**config.mk**
```make
export PLATFORM = sky130hd
export DESIGN_NAME = intr_ctrl
export DESIGN_NICKNAME = d
export VERILOG_FILES = /design/src/rtl/intr_pkg.sv /design/src/rtl/intr_prio_enc.sv /design/src/rtl/intr_ctrl.sv
export SDC_FILE = /design/constraint.sdc
export NUM_CORES = 1
export LEC_CHECK = 0
export CORE_ASPECT_RATIO = 1.5
export CORE_UTILIZATION = 24
export CTS_CLUSTER_DIAMETER = 100
export DETAILED_ROUTE_END_ITERATION = 12
export GPL_TIMING_DRIVEN = 0
export PLACE_DENSITY = 0.8
export SLEW_MARGIN = 15
export SYNTH_ARGS = -nofsm -noshare
export SYNTH_HDL_FRONTEND = slang
export SYNTH_SLANG_ARGS = --single-unit
```
**constraint.sdc**
```tcl
create_clock -name clk -period 1.7 [get_ports clk]
set_clock_uncertainty 0.2 [all_clocks]
set_input_delay 0.255 -clock clk [delete_from_list [all_inputs] [get_ports clk]]
set_output_delay 0.255 -clock clk [all_outputs]
set_load 0.02 [all_outputs]
```
**src/rtl/intr_pkg.sv**
```systemverilog
// Shared constants and types for the machine-level interrupt controller.
package intr_pkg;

  localparam int unsigned XLEN   = 32;
  localparam int unsigned IRQ_W  = 12;
  localparam int unsigned CODE_W = 4;
  localparam int unsigned N_SRC  = 9;

  // mip/mie bit positions
  localparam int unsigned BIT_USI = 0;
  localparam int unsigned BIT_SSI = 1;
  localparam int unsigned BIT_MSI = 3;
  localparam int unsigned BIT_UTI = 4;
  localparam int unsigned BIT_STI = 5;
  localparam int unsigned BIT_MTI = 7;
  localparam int unsigned BIT_UEI = 8;
  localparam int unsigned BIT_SEI = 9;
  localparam int unsigned BIT_MEI = 11;

  // Cause codes equal the mip bit index
  localparam logic [CODE_W-1:0] CAUSE_USI = CODE_W'(BIT_USI);
  localparam logic [CODE_W-1:0] CAUSE_SSI = CODE_W'(BIT_SSI);
  localparam logic [CODE_W-1:0] CAUSE_MSI = CODE_W'(BIT_MSI);
  localparam logic [CODE_W-1:0] CAUSE_UTI = CODE_W'(BIT_UTI);
  localparam logic [CODE_W-1:0] CAUSE_STI = CODE_W'(BIT_STI);
  localparam logic [CODE_W-1:0] CAUSE_MTI = CODE_W'(BIT_MTI);
  localparam logic [CODE_W-1:0] CAUSE_UEI = CODE_W'(BIT_UEI);
  localparam logic [CODE_W-1:0] CAUSE_SEI = CODE_W'(BIT_SEI);
  localparam logic [CODE_W-1:0] CAUSE_MEI = CODE_W'(BIT_MEI);

  localparam logic [IRQ_W-1:0] INTR_MASK = 12'hBBB;

  // Element N_SRC-1 is the highest priority source
  localparam logic [N_SRC-1:0][CODE_W-1:0] PRIO_ORDER = {
    CAUSE_MEI, CAUSE_MSI, CAUSE_MTI, CAUSE_SEI, CAUSE_SSI,
    CAUSE_STI, CAUSE_UEI, CAUSE_USI, CAUSE_UTI
  };

  typedef enum logic [1:0] {
    ST_IDLE  = 2'd0,
    ST_REQ   = 2'd1,
    ST_TAKEN = 2'd2
  } state_e;

  typedef struct packed {
    logic              valid;
    logic [CODE_W-1:0] code;
  } prio_t;

  function automatic logic [XLEN-1:0] mk_cause(input logic [CODE_W-1:0] code);
    logic [XLEN-1:0] c;
    c                = '0;
    c[XLEN-1]        = 1'b1;
    c[CODE_W-1:0]    = code;
    return c;
  endfunction

endpackage

```
**src/rtl/intr_prio_enc.sv**
```systemverilog
// Fixed-priority encoder over the qualified interrupt vector (combinational).
module intr_prio_enc
  import intr_pkg::*;
(
  input  logic [IRQ_W-1:0]  act,
  output logic              valid,
  output logic [CODE_W-1:0] code
);

  // Walk from lowest to highest priority so the highest pending source wins
  always_comb begin
    valid = 1'b0;
    code  = '0;
    for (int i = 0; i < int'(N_SRC); i++) begin
      if (act[PRIO_ORDER[i]]) begin
        valid = 1'b1;
        code  = PRIO_ORDER[i];
      end
    end
  end

endmodule

```
**src/rtl/intr_ctrl.sv**
```systemverilog
// Machine interrupt controller: qualify, arbitrate, registered req/ack to the pipeline.
// Optional WFI stall support is built when INTR_WFI_EN is defined.
module intr_ctrl
  import intr_pkg::*;
(
  input  logic            clk,
  input  logic            rst_n,
  input  logic [XLEN-1:0] mip,
  input  logic [XLEN-1:0] mie,
  input  logic            mstatus_mie,
  input  logic            irq_ack,
  input  logic            mret,
  input  logic            wfi,
  output logic            irq_req,
  output logic [XLEN-1:0] irq_cause,
  output logic            irq_busy,
  output logic            wfi_stall
);

  logic [IRQ_W-1:0] act;
  prio_t            win;
  logic             cand;
  logic             src_qual;

  state_e           state_q, state_d;
  logic             irq_req_q, irq_req_d;
  logic [XLEN-1:0]  irq_cause_q, irq_cause_d;
  logic             irq_busy_q, irq_busy_d;

  assign act = mip[IRQ_W-1:0] & mie[IRQ_W-1:0] & INTR_MASK;

  intr_prio_enc u_prio (
    .act   (act),
    .valid (win.valid),
    .code  (win.code)
  );

  assign cand     = win.valid & mstatus_mie;
  // Latched source still pending, enabled and globally enabled
  assign src_qual = act[irq_cause_q[CODE_W-1:0]] & mstatus_mie;

  always_comb begin
    state_d     = state_q;
    irq_cause_d = irq_cause_q;
    unique case (state_q)
      ST_IDLE: begin
        if (cand) begin
          state_d     = ST_REQ;
          irq_cause_d = mk_cause(win.code);
        end
      end
      ST_REQ: begin
        if (irq_ack) begin
          state_d = ST_TAKEN;
        end else if (!src_qual) begin
          state_d = ST_IDLE;
        end
      end
      ST_TAKEN: begin
        if (mret) begin
          state_d = ST_IDLE;
        end
      end
      default: state_d = ST_IDLE;
    endcase
    irq_req_d  = (state_d == ST_REQ);
    irq_busy_d = (state_d != ST_IDLE);
  end

  always_ff @(posedge clk) begin
    if (!rst_n) begin
      state_q     <= ST_IDLE;
      irq_req_q   <= 1'b0;
      irq_cause_q <= '0;
      irq_busy_q  <= 1'b0;
    end else begin
      state_q     <= state_d;
      irq_req_q   <= irq_req_d;
      irq_cause_q <= irq_cause_d;
      irq_busy_q  <= irq_busy_d;
    end
  end

  assign irq_req   = irq_req_q;
  assign irq_cause = irq_cause_q;
  assign irq_busy  = irq_busy_q;

`ifdef INTR_WFI_EN
  logic wfi_stall_q, wfi_stall_d;

  // Stall only arms from IDLE; any pending-and-enabled source wakes it
  always_comb begin
    wfi_stall_d = wfi_stall_q;
    if (state_q == ST_IDLE) begin
      if (wfi_stall_q) begin
        if (act != '0) begin
          wfi_stall_d = 1'b0;
        end
      end else if (wfi && (act == '0)) begin
        wfi_stall_d = 1'b1;
      end
    end
  end

  always_ff @(posedge clk) begin
    if (!rst_n) begin
      wfi_stall_q <= 1'b0;
    end else begin
      wfi_stall_q <= wfi_stall_d;
    end
  end

  assign wfi_stall = wfi_stall_q;
`else
  logic unused_wfi;
  assign unused_wfi = wfi;
  assign wfi_stall  = 1'b0;
`endif

  logic unused_hi;
  assign unused_hi = ^{mip[XLEN-1:IRQ_W], mie[XLEN-1:IRQ_W]};

endmodule

```
==> results.cfg, run 1 <==
[job]
maxCapViolations = 0

[routing]
wl_per_cell_um = 10.2
drtAntennaViolNets = 0
drt-total-wl_um = 2180
drt-initial-drc-count = 18
viasPerCell = 4.13
num_vias = 880
drc_errors = 0
drtPass1Iterations = 4

[clock_network]
cts_buffer_depth = 2
cts_tree = yes
clk-insertion-delay-late_ps = 230
cts_made_buffers = 3
numClockSinks = 9
htreeDepth = 1
path_clk_slew_ps = 50
cts_root_buffer = clkbuf_8

[final_layout]
fin_util = 0.465
drive_above_1_share = 0.316
area_growth_pct = 81.0
layout_common_cells = buf_4, conb_1, dlygate4sd2_1
nFillCells = 301
final_common_cell = buf_4
fin_nets = 245
stdcell_area_um2 = 1380
antenna_cells = 0
fin_cells = 213

[placement]
place.port_buffers = 29
place_area_um2 = 1200
dp_cells = 191
place_ws_ps = -580
hpwlAfterDp_um = 1520
place.gp.congestion = 0.791

[setup_path]
rrSetupSlack_ps = 110
r2r_end = irq_cause[3]
arrival_ps = 1570
critPathMaxFanout = 7
critPathLaunchType = primary input
rr_startpoint = state_q[1]
crit_path_end_kind = flip-flop
worstSetupPathType = in2reg
critPathRequiredTime_ps = 1640
r2r_cells = 4

[global_routing]
grt_pass1_vias = 851
gr-total-overflow = 0
grt.total_usage = 0.136
antenna_found_initial = 0
grt_pass1_wl_um = 3370
grt_max_degree = 8

[pwr]
p_sw_frac = 0.328
comb_power_share = 0.406
p_int_uw = 565
switchingPower_uw = 275
total_power_uw = 841
p_leak_nw = 0.736
seqPwrFrac = 0.296
vdd_drop_max_mv = 0.413
p_per_area_nw_per_um2 = 608
p_clk_frac = 0.299

[timing]
rsz0062_at_grt = true
fin_hold_ws_ps = 282
fmax_ghz = 0.613
finalCritPeriodShare = 0.960
final.setup.worst_slack_ps = 67.3
final-setup-viol-count = 0
fin_tns_setup_ps = 0
final.min_clock_period_ps = 1630
drv_slew = 0
hold_viol_final = 0

[synth]
avgSynthCellArea_um2 = 7.95
ys_seq_area_frac = 0.236
postSynthCellCount = 96
syn-cell-area_um2 = 763
yosys_warnings = 0
synth-seq-cells = 9
synth.distinct_cells = 30

[hold_path]
min_path_cells = 3
worstHoldStart = mie[11]
holdPathEnd = irq_cause[3]
hold_class = in2reg

[run_status]
outcome = finished, final reports clean

[floorplanning]
core_um2 = 2970
io_pins = 105
rows = 24
die_height_um = 71.1
start_util = 0.257
die_width_um = 48.0
die_area_um2 = 3410
## area by class of cell
type,instances,area (um^2),share of cell area
buffer,28,210,0.152
timing repair buffer,47,404,0.293
clock buffer,4,45.0,0.0326
inverter,1,3.75,0.00272
multi-input combinational,85,488,0.353
tap,39,48.8,0.0353
sequential,9,181,0.131
## timing repair
| item | 4_1_cts | 5_1_grt |
|---|---|---|
| setup buffers | 18 | 0 |
| endpoints found under the setup margin | 10 | 8 |
| resized for setup | 24 | 3 |
| pin swaps | 9 | 2 |
| endpoints found under the hold margin | 0 | 0 |
| hold buffers | 0 | 0 |
## worst max-delay path: stages
cell and delay [ps]:
dlygate4sd2_1 250, a222oi_1 330, buf_4 190, a31oi_4 120, buf_4 160, a311oi_2 260
## layer usage
layer,part of all wire,global-route usage,vias up
met1,0.38,0.135,383
li1,-,-,448
met3,0.087,0.0255,4
met5,0,0,-
met4,0.014,0.0648,0
met2,0.52,0.248,45
## registers in the layout, indices dropped and copies added (netlist names)
signal	flops
state_q	2
irq_busy	1
irq_cause	5
irq_req	1
## power by group through the flow
| stage | clock, mW | sequential [mW] | combinational [mW] |
|---|---|---|---|
| after floorplan | 0 | 0.267 | 0.174 |
| after global placement | 0 | 0.252 | 0.296 |
| after CTS | 0.252 | 0.248 | 0.333 |
| after global routing | 0.267 | 0.251 | 0.364 |
| after detailed placement | 0 | 0.252 | 0.299 |
| final | 0.251 | 0.248 | 0.341 |
## Yosys cell counts
| cell | count | area, um^2 |
|---|---|---|
| a21o_1 | 2 | 15.0 |
| a21oi_1 | 5 | 25.0 |
| a222oi_1 | 3 | 30.0 |
| a22oi_1 | 1 | 7.51 |
| a311oi_1 | 2 | 17.5 |
| a31oi_2 | 1 | 12.5 |
| a32oi_1 | 1 | 8.76 |
| a41o_1 | 1 | 10.0 |
| and2_1 | 1 | 6.26 |
| and3_1 | 1 | 6.26 |
| and3b_1 | 1 | 8.76 |
| and4bb_1 | 1 | 12.5 |
| buf_4 | 28 | 210 |
| conb_1 | 1 | 3.75 |
| dfxtp_1 | 9 | 180 |
| inv_1 | 1 | 3.75 |
| mux4_2 | 1 | 22.5 |
| nand2_1 | 13 | 48.8 |
| nand2b_1 | 1 | 6.26 |
| nand3_1 | 1 | 5.00 |
| nand3b_1 | 2 | 15.0 |
| nand4_1 | 1 | 6.26 |
| nor2_1 | 8 | 30.0 |
| o211a_1 | 1 | 10.0 |
| o211ai_1 | 1 | 7.51 |
| o21ai_0 | 2 | 10.0 |
| o21ai_1 | 3 | 15.0 |
| o41ai_1 | 1 | 8.76 |
| or3b_1 | 1 | 8.76 |
| or3b_4 | 1 | 11.3 |
## worst max-delay path by stage
| stage | startpoint | end | slack [ps] | cells after the start |
|---|---|---|---|---|
| CTS | mie[8] | irq_cause[0] | 10 | 6 |
| finish | mip[1] | irq_cause[0] | 70 | 6 |
| detailed placement | mip[11] | irq_cause[0] | -580 | 4 |
| global placement | mip[11] | irq_cause[2] | -500 | 4 |
| global route | mie[4] | irq_cause[0] | -4 | 6 |
| floorplan | irq_cause[2] | irq_busy | 40 | 3 |
## cell families (layout without fill, tap and decap cells)
| logic type | after synthesis | after routing | synth area share |
|---|---|---|---|
| compound gates | 24 | 24 | 0.233 |
| simple gates | 32 | 32 | 0.216 |
| mux | 1 | 1 | 0.0295 |
| flops | 9 | 9 | 0.236 |
| buf+inv | 29 | 80 | 0.280 |
| other cells | 1 | 28 | 0.00491 |
(Power assumes the default switching activity.)
==> run 2: changes to the inputs <==
Settings changed: CORE_ASPECT_RATIO 1.5 to 1.2.
==> run 2 against run 1 <==
Effect of this change: the run now ends with setup timing left; wire length decreased by 5.3%; sequential power is essentially flat; setup slack got worse by 71 ps; non-clock buffer count shrank 12; largest cell class unchanged.
==> results.cfg, run 2 (synthesis gave the netlist of run 1 again) <==
[run_status]
outcome = complete, but fails checks
violations = setup timing

[setup_path]
critPathMaxFanout = 5
r2r_end = irq_cause[0]
critPathRequiredTime_ps = 1650
cp_slowest_stage_delay_ps = 530
r2r_cells = 4
rr_startpoint = state_q[1]
critPathLaunchType = primary input
path_cells = clkdlybuf4s50_1 > a222oi_1 > buf_4 > a31oi_4 > nor2_1 > a311oi_1
arrival_ps = 1650
crit_path_end_kind = flip-flop
worstSetupPathType = in2reg
worstSetupStartpoint = mip[8]
slowest_stage = clkdlybuf4s50_1
worst-path-buf-inv = 2
cpLargestDelayFamily = buffers and inverters
setup.worst_path.end = irq_cause[0]
rrSetupSlack_ps = 30
cp.depth = 6

[pwr]
seqPwrFrac = 0.332
p_int_uw = 482
p_clk_frac = 0.220
switchingPower_uw = 264
p_leak_nw = 0.777
vdd_drop_max_mv = 0.317
p_sw_frac = 0.354
p_per_area_nw_per_um2 = 548
comb_power_share = 0.448

[timing]
fin_hold_ws_ps = 150
final.min_clock_period_ps = 1700
final.setup.worst_slack_ps = -3.46
hold_viol_final = 0
final-setup-viol-count = 1
drv_slew = 0
fmax_ghz = 0.587
finalCritPeriodShare = 1.00

[clock_network]
cts_buffer_depth = 2
clk-insertion-delay-late_ps = 260
hold_buffers = 0
numClockSinks = 9
htreeDepth = 1
cts_tree = yes
cts_made_buffers = 3
path_clk_slew_ps = 70
cts_root_buffer = clkbuf_4

[global_routing]
grt_pass1_vias = 747
grt_max_degree = 8
antenna_found_initial = 0
grt.total_usage = 0.111
grt_pass1_wl_um = 2870
gr-total-overflow = 0

[final_layout]
stdcell_area_um2 = 1360
antenna_cells = 0
drive_above_1_share = 0.301
fin_nets = 234
area_growth_pct = 78.2
final_common_cell = buf_4
largest_reg_flops = 5
nFillCells = 307
layout_common_cells = buf_4, conb_1, dlymetal6s2s_1

[routing]
viasPerCell = 4.31
drtAntennaViolNets = 0
drt-total-wl_um = 2070
num_vias = 857
drc_errors = 0
drt-initial-drc-count = 15
wl_per_cell_um = 10.4
drtPass1Iterations = 4

[placement]
hpwlAfterDp_um = 1470
place.port_buffers = 29
place_area_um2 = 1200
place.gp.congestion = 0.832

[floorplanning]
rows = 22
die_height_um = 63.8
die_width_um = 53.5
die_area_um2 = 3410
core_um2 = 3060
start_util = 0.250
io_pins = 105

[hold_path]
min_path_cells = 3
hold_class = in2reg

[job]
maxCapViolations = 0
## run 2: cell count changes in the layout (fill, tap and decap cells not counted), moves of 3 or more
| cell | before | now |
|---|---|---|
| dlymetal6s2s_1 | 2 | 15 |
| dlygate4sd2_1 | 21 | 6 |
| clkbuf_8 | 3 | 0 |
| o21ai_2 | 0 | 3 |
| clkbuf_4 | 0 | 3 |
| buf_4 | 46 | 34 |
## run 2: worst min-delay path: stages
cell            delay, ps
dlymetal6s2s_1        140
nand2_1                80
a311oi_1               80
## run 2: area by class of cell
type | count | area (um^2) | share of cell area
Buffer | 28 | 210 | 0.155
Clock buffer | 4 | 26.3 | 0.0193
Inverter | 1 | 3.75 | 0.00276
Multi-Input combinational cell | 86 | 528 | 0.388
Sequential cell | 9 | 181 | 0.133
Tap cell | 36 | 45.0 | 0.0331
Timing Repair Buffer | 35 | 365 | 0.269
## run 2: worst min path at each step
stage | from | slack, ps | endpoint
after floorplan | rst_n | 210 | irq_cause[2]
after global placement | irq_cause[31] | 260 | irq_cause[31]
after detailed placement | irq_cause[31] | 270 | irq_cause[31]
after CTS | irq_cause[31] | 290 | irq_cause[31]
after global routing | mie[11] | 180 | irq_cause[3]
final | mie[11] | 150 | irq_cause[3]
## run 2: metrics by stage
stage	total power [mW]	TNS (ps)	util	instances	worst slack, ps
final	0.745	-3.46	0.445	199	-3.46
after global routing	0.784	-53.4	0.445	199	-53.4
after CTS	0.728	0	0.421	199	0.0289
after detailed placement	0.549	-3480	0.393	188	-513
after global placement	0.546	-3250	0.393	188	-484
after floorplan	0.441	0	-	123	37.9
## run 2: timing repair
item	4_1_cts	5_1_grt
setup buffers	6	0
pin swaps	7	9
gates cloned	1	0
setup endpoints to repair	11	7
resized for setup	7	25
## run 2: power groups by stage
stage / sequential, mW / combinational, mW / clock, mW
2_1_floorplan: 0.267 / 0.174 / 0
3_3_place_gp: 0.252 / 0.295 / 0
3_5_place_dp: 0.252 / 0.297 / 0
4_1_cts: 0.247 / 0.318 / 0.163
5_1_grt: 0.250 / 0.357 / 0.176
6_report: 0.248 / 0.334 / 0.164
## run 2: routing by layer
| layer | share of wire | track usage | routed length [um] |
|---|---|---|---|
| met1 | 0.37 | 0.107 | 761 |
| met4 | 0.0082 | 0.0592 | 17 |
| met3 | 0.094 | 0.0286 | 194 |
| met5 | 0 | 0 | 0 |
| met2 | 0.53 | 0.202 | 1090 |
